--- src/rtl/dcache_pkg.sv ---
// Shared types, field positions and helpers for the 2-way data-cache controller.
package dcache_pkg;

  localparam int unsigned ADDR_W    = 32;
  localparam int unsigned LINE_W    = 256;
  localparam int unsigned IDX_W     = 4;
  localparam int unsigned TAG_W     = 25;
  localparam int unsigned WORD_W    = 32;
  localparam int unsigned WSEL_W    = 3;
  localparam int unsigned ATAG_W    = 23;
  localparam int unsigned OFF_W     = 5;
  localparam int unsigned STAT_W    = 32;

  localparam int unsigned VALID_BIT = 24;
  localparam int unsigned DIRTY_BIT = 23;

  localparam int unsigned WSEL_LSB  = 2;
  localparam int unsigned IDX_LSB   = 5;
  localparam int unsigned TAG_LSB   = 9;

  typedef enum logic [1:0] {
    IDLE   = 2'd0,
    WB_REQ = 2'd1,
    RD_REQ = 2'd2,
    REFILL = 2'd3
  } state_t;

  // CPU byte address split into cache fields: tag=[31:9], index=[8:5], word=[4:2]
  typedef struct packed {
    logic [ATAG_W-1:0] tag;
    logic [IDX_W-1:0]  idx;
    logic [WSEL_W-1:0] word;
    logic [1:0]        byte_off;
  } addr_t;

  // Replace one 32-bit word of a line, leaving the rest untouched
  function automatic logic [LINE_W-1:0] word_merge(input logic [LINE_W-1:0] line,
                                                   input logic [WSEL_W-1:0] sel,
                                                   input logic [WORD_W-1:0] wdata);
    logic [LINE_W-1:0] merged;
    merged = line;
    merged[32'(sel) * WORD_W +: WORD_W] = wdata;
    return merged;
  endfunction

endpackage

--- src/rtl/dcache_ctrl.sv ---
// Data-cache sequencer: hit service, dirty write-back, refill and write-allocate replay.
// Optional hit/miss statistics counters are built when DCACHE_STAT_EN is defined.
module dcache_ctrl
  import dcache_pkg::*;
(
  input  logic                clk_i,
  input  logic                rst_i,
  input  logic                core_req_i,
  input  logic                core_we_i,
  input  logic [ADDR_W-1:0]   core_addr_i,
  input  logic [WORD_W-1:0]   core_wdata_i,
  output logic [WORD_W-1:0]   core_rdata_o,
  output logic                core_stall_o,
  output logic                sram_enable_o,
  output logic                sram_write_o,
  output logic [IDX_W-1:0]    sram_addr_o,
  output logic [TAG_W-1:0]    sram_tag_o,
  output logic [LINE_W-1:0]   sram_data_o,
  input  logic [TAG_W-1:0]    sram_tag_i,
  input  logic [LINE_W-1:0]   sram_data_i,
  input  logic                sram_hit_i,
  output logic                mem_enable_o,
  output logic                mem_write_o,
  output logic [ADDR_W-1:0]   mem_addr_o,
  output logic [LINE_W-1:0]   mem_data_o,
  input  logic [LINE_W-1:0]   mem_data_i,
  input  logic                mem_ack_i
`ifdef DCACHE_STAT_EN
  ,
  output logic [STAT_W-1:0]   stat_hit_o,
  output logic [STAT_W-1:0]   stat_miss_o
`endif
);

  state_t            state;
  addr_t             cur;
  logic [ATAG_W-1:0] req_tag_q;
  logic [IDX_W-1:0]  req_idx_q;
  logic [ATAG_W-1:0] victim_tag_q;
  logic [LINE_W-1:0] line_q;
  logic              miss;
  logic              victim_dirty;
  logic              unused_byte_off;

  assign cur             = addr_t'(core_addr_i);
  assign unused_byte_off = ^cur.byte_off;
  assign miss            = core_req_i && !sram_hit_i;
  assign victim_dirty    = sram_tag_i[VALID_BIT] && sram_tag_i[DIRTY_BIT];

  // line_q holds the victim until write-back completes, then the refill line
  always_ff @(posedge clk_i) begin
    if (rst_i) begin
      state        <= IDLE;
      req_tag_q    <= '0;
      req_idx_q    <= '0;
      victim_tag_q <= '0;
      line_q       <= '0;
    end else begin
      case (state)
        IDLE: begin
          if (miss) begin
            req_tag_q    <= cur.tag;
            req_idx_q    <= cur.idx;
            victim_tag_q <= sram_tag_i[ATAG_W-1:0];
            line_q       <= sram_data_i;
            state        <= victim_dirty ? WB_REQ : RD_REQ;
          end
        end
        WB_REQ: begin
          if (mem_ack_i) state <= RD_REQ;
        end
        RD_REQ: begin
          if (mem_ack_i) begin
            line_q <= mem_data_i;
            state  <= REFILL;
          end
        end
        REFILL:  state <= IDLE;
        default: state <= IDLE;
      endcase
    end
  end

  // Hit path is combinational so loads and stores complete with zero stall
  always_comb begin
    core_stall_o  = 1'b1;
    core_rdata_o  = '0;
    sram_enable_o = 1'b0;
    sram_write_o  = 1'b0;
    sram_addr_o   = req_idx_q;
    sram_tag_o    = {1'b1, 1'b0, req_tag_q};
    sram_data_o   = line_q;
    mem_enable_o  = 1'b0;
    mem_write_o   = 1'b0;
    mem_addr_o    = {req_tag_q, req_idx_q, OFF_W'(0)};
    mem_data_o    = line_q;
    case (state)
      IDLE: begin
        core_stall_o  = miss;
        sram_enable_o = core_req_i;
        sram_addr_o   = cur.idx;
        sram_tag_o    = {1'b1, 1'b0, cur.tag};
        if (core_req_i && sram_hit_i) begin
          if (core_we_i) begin
            sram_write_o = 1'b1;
            sram_tag_o   = {1'b1, 1'b1, cur.tag};
            sram_data_o  = word_merge(sram_data_i, cur.word, core_wdata_i);
          end else begin
            core_rdata_o = sram_data_i[32'(cur.word) * WORD_W +: WORD_W];
          end
        end
      end
      WB_REQ: begin
        mem_enable_o = 1'b1;
        mem_write_o  = 1'b1;
        mem_addr_o   = {victim_tag_q, req_idx_q, OFF_W'(0)};
      end
      RD_REQ: begin
        mem_enable_o = 1'b1;
      end
      REFILL: begin
        sram_enable_o = 1'b1;
        sram_write_o  = 1'b1;
      end
      default: ;
    endcase
  end

`ifdef DCACHE_STAT_EN
  logic replay_q;
  logic hit_evt;
  logic miss_evt;

  // The first IDLE cycle after a refill is the replay and is not a new request
  assign hit_evt  = (state == IDLE) && core_req_i && sram_hit_i && !replay_q;
  assign miss_evt = (state == IDLE) && miss;

  always_ff @(posedge clk_i) begin
    if (rst_i) begin
      replay_q    <= 1'b0;
      stat_hit_o  <= '0;
      stat_miss_o <= '0;
    end else begin
      replay_q <= (state == REFILL);
      if (hit_evt && (stat_hit_o != '1))   stat_hit_o  <= stat_hit_o + STAT_W'(1);
      if (miss_evt && (stat_miss_o != '1)) stat_miss_o <= stat_miss_o + STAT_W'(1);
    end
  end
`endif

endmodule

--- config.mk ---
export PLATFORM = sky130hd
export DESIGN_NAME = dcache_ctrl
export DESIGN_NICKNAME = d
export VERILOG_FILES = /design/src/rtl/dcache_pkg.sv /design/src/rtl/dcache_ctrl.sv
export SDC_FILE = /design/constraint.sdc
export NUM_CORES = 1
export LEC_CHECK = 0
export CAP_MARGIN = 20
export CORE_AREA = 4 4 478 480
export DETAILED_ROUTE_END_ITERATION = 10
export DIE_AREA = 0 0 482 484
export SLEW_MARGIN = 15
export SYNTH_ARGS = -nofsm -noshare
export SYNTH_HDL_FRONTEND = slang
export SYNTH_SLANG_ARGS = --single-unit
export TNS_END_PERCENT = 5
--- constraint.sdc ---
create_clock -name clk_i -period 5.1 [get_ports clk_i]
set_input_delay 1.02 -clock clk_i [delete_from_list [all_inputs] [get_ports clk_i]]
set_output_delay 1.02 -clock clk_i [all_outputs]
set_load 0.05 [all_outputs]
==> results.sh <==
export IMPL_yosys_area_top_type_share_pct=29.2
export IMPL_clk_insertion_delay_late_ns=0.67
export IMPL_synthTopCellsByArea="dfxtp_1, mux2i_1, a211oi_1, nor2_1, mux4_2"
export IMPL_maxSlewViolCount=0
export IMPL_finalSetupViolations=0
export IMPL_final_layout_size_suffix_gt1_share_pct=17.6
export IMPL_pin_count_of_the_biggest_net_entering_global_routing=150
export IMPL_die_height_microns=484
export IMPL_fp_dieArea_sq_mm=0.233
export IMPL_synth_area_per_cell_sq_um=7.80
export IMPL_die_w_microns=482
export IMPL_number_of_buffers_on_the_longest_clock_path=3
export IMPL_r2r_cells=9
export IMPL_timing_hold_violations_final=0
export IMPL_fin_nets=4477
export IMPL_most_frequently_used_flop_master_after_synthesis="dfxtp_1"
export IMPL_grt_pass1_wl_microns=317000
export IMPL_design_area_sq_mm=0.0423
export IMPL_drt_pre_antenna_iters=7
export IMPL_fmax_mhz=208
export IMPL_drc=0
export IMPL_layout_min_cycle_time_ns=4.80
export IMPL_synth_top_area_cell="dfxtp_1"
export IMPL_grt_setup_unrepaired="false"
export IMPL_edff_count_synth=0
export IMPL_most_common_layout_cells="clkdlybuf4s50_1, nor2_1, nand2_1, buf_12, dfxtp_1"
export IMPL_total_leakage_power_nw=14.9
export IMPL_detailed_place_area_sq_mm=0.0404
export IMPL_result_of_the_run="completed"
export IMPL_ctsRootBufferMaster="clkbuf_16"
export IMPL_detailroute_via_count=27800
export IMPL_wire_per_inst_microns=37.0
export IMPL_antenna_found_initial=146
export IMPL_netlist_instances=2706
export IMPL_regToRegStartpoint="state[0]$_SDFFE_PP0P_"
export IMPL_fillerInstances=24900
export IMPL_critical_path_startpoint_type="input port"
export IMPL_hold_critical_path_depth=2
export IMPL_worst_hold_path_type="flop to flop"
export IMPL_gpl_final_weighted_congestion=0.880
export IMPL_tritoncts="done"
export IMPL_fp_coreArea_sq_mm=0.224
export IMPL_initial_core_util_pct=9.41
export IMPL_setup_worst_path_class="input port to primary output"
export IMPL_detailed_place_hpwl_microns=216000
export IMPL_critPathRequiredTime_ns=4.08
export IMPL_utilization_pct=18.9
export IMPL_clock_skew_ns=0.0233
export IMPL_layout_worst_path_cycle_share_pct=94.2
export IMPL_cts_made_buffers=45
export IMPL_cap_viol_max_count=0
export IMPL_synth_yosys_warnings=0
export IMPL_grt_remaining_overflow=0
export IMPL_fraction_of_registers_with_async_set_or_reset_after_synthesis_pct=0
export IMPL_drt_first_iter_violations=2342
export IMPL_hold_buffer_count_at_cts=0
export IMPL_hold_worst_slack_ns=0.452
export IMPL_worst_path_max_fanout=43
export IMPL_rr_endpoint="mem_data_o[227]$_SDFFE_PP0P_"
export IMPL_portbufs=1208
export IMPL_regToRegSetupSlack_ns=1.84
export IMPL_grt_usage_pct=21.0
export IMPL_routed_wirelength_microns=257000
export IMPL_postSynthRegisterBits=308
export IMPL_route_antenna_remaining_nets=0
export IMPL_vdd_drop_max_v=0.000289
export IMPL_hold_start="victim_tag_q[21]$_SDFFE_PP0P_"
export IMPL_seq_area_frac_synth_pct=29.2
export IMPL_clk_transition_reported_paths_ns=0.05
export IMPL_hold_path_end="victim_tag_q[21]$_SDFFE_PP0P_"
export IMPL_slew_headroom_pct=25.7
export IMPL_mostFrequentLayoutCell="clkdlybuf4s50_1"
export IMPL_worst_slew_pin_transition_ns=1.11
export IMPL_placement_rows=174
export IMPL_ctsHtreeMaxLevel=2
export IMPL_drt_vias_per_instance=4.01
export IMPL_ios=1217
export IMPL_synthDistinctLibCells=43
export IMPL_area_delta_synth_final_pct=100
export IMPL_power_per_cell_area_mw_per_mm2=625
export IMPL_first_global_vias=27500
export IMPL_cts_sinks=308
export IMPL_worst_ep_arrival_time_ns=3.78
export IMPL_critical_path_endpoint_type="primary output"
export IMPL_syn_cell_area_sq_mm=0.0211
-- sequential cells by signal, indices dropped and copies added (netlist names) --
name and flops:
mem_data_o 256, req_tag_q 23, victim_tag_q 23, req_idx_q 4, state 2
-- layer usage --
| layer | wire (microns) | track usage, % |
|---|---|---|
| met5 | 740 | 0 |
| met1 | 87700 | 21.3 |
| met3 | 31200 | 10.4 |
| met4 | 12100 | 8.13 |
| met2 | 125000 | 36.7 |
-- area by class of cell --
class	instances	area [sq um]	share of cell area [%]
multi-input combinational	2054	13600	32.2
clock buffer	66	1380	3.26
tap	2992	3740	8.85
inverter	70	268	0.633
sequential	308	6170	14.6
timing repair buffer	1384	16700	39.4
clock inverter	17	389	0.920
antenna	43	108	0.254
-- synth_stat cells (2+ instances only) --
cell and instances:
a211oi_1 256, nand4bb_1 2, dfxtp_1 308, buf_1 15, mux2i_1 259, a2bb2oi_1 2
and2_1 60, o21ai_0 79, nand3b_1 62, a21oi_1 182, or2_2 2, mux4_2 64
and3_1 2, clkbuf_1 141, mux2_2 50, buf_6 3, a31oi_1 63, nand4b_1 3
nor2_1 461, buf_2 109, conb_1 2, o22ai_1 32, nand2_1 329, buf_4 10
a221o_1 62, inv_1 69, nor2b_1 2, ha_1 7, o21ai_1 50, nand3_1 5
nand2b_1 3
-- where the power goes --
| group | switching, W | internal (W) |
|---|---|---|
| clock | 0.00147 | 0.00246 |
| sequential | 0.000721 | 0.00317 |
| combinational | 0.0120 | 0.00663 |
| total | 0.0142 | 0.0123 |
-- critical path, cell delays in order --
cell and delay (ns):
clkdlybuf4s50_1 0.65, nand4_4 0.29, buf_4 0.25, inv_6 0.05, buf_12 0.28, buf_4 0.38, nor2_1 0.08, a31oi_1 0.48
buf_12 0.23
-- cell families after synthesis --
logic type      share of synthesized area, %
simple gates                            19.0
compound gates                          22.4
mux                                     21.8
buf+inv                                 7.12
flops                                   29.2
fa+ha+maj                              0.415
other cells                           0.0356
-- worst max path at each step --
stage / startpoint / to / slack (ns)
detailed placement: core_addr_i[4] / sram_data_o[212] / -0.05
floorplan: core_addr_i[3] / sram_data_o[235] / -0.07
global placement: core_addr_i[4] / sram_data_o[163] / -0.03
finish: sram_hit_i / sram_data_o[139] / 0.30
global route: sram_hit_i / sram_data_o[152] / 0.21
CTS: core_addr_i[4] / sram_data_o[6] / 0.004
-- stage by stage --
step | power (W) | setup WS (ns) | instances | TNS (ns)
finish | 0.0264 | 0.298 | 6934 | 0
global route | 0.0275 | 0.214 | 6907 | 0
CTS | 0.0268 | 0.00398 | 6891 | 0
detailed placement | 0.0227 | -0.0465 | 6808 | -0.170
global placement | 0.0226 | -0.0312 | 6808 | -0.0383
floorplan | 0.0134 | -0.0721 | 2710 | -1.35
-- repair_timing --
item                                    in CTS  in global routing
endpoints found under the setup margin      15                  7
gates resized for setup                      5                  3
buffers inserted                             0                  0
gates cloned                                 0                  0
Note: power is estimated with default switching activity, not from simulation.
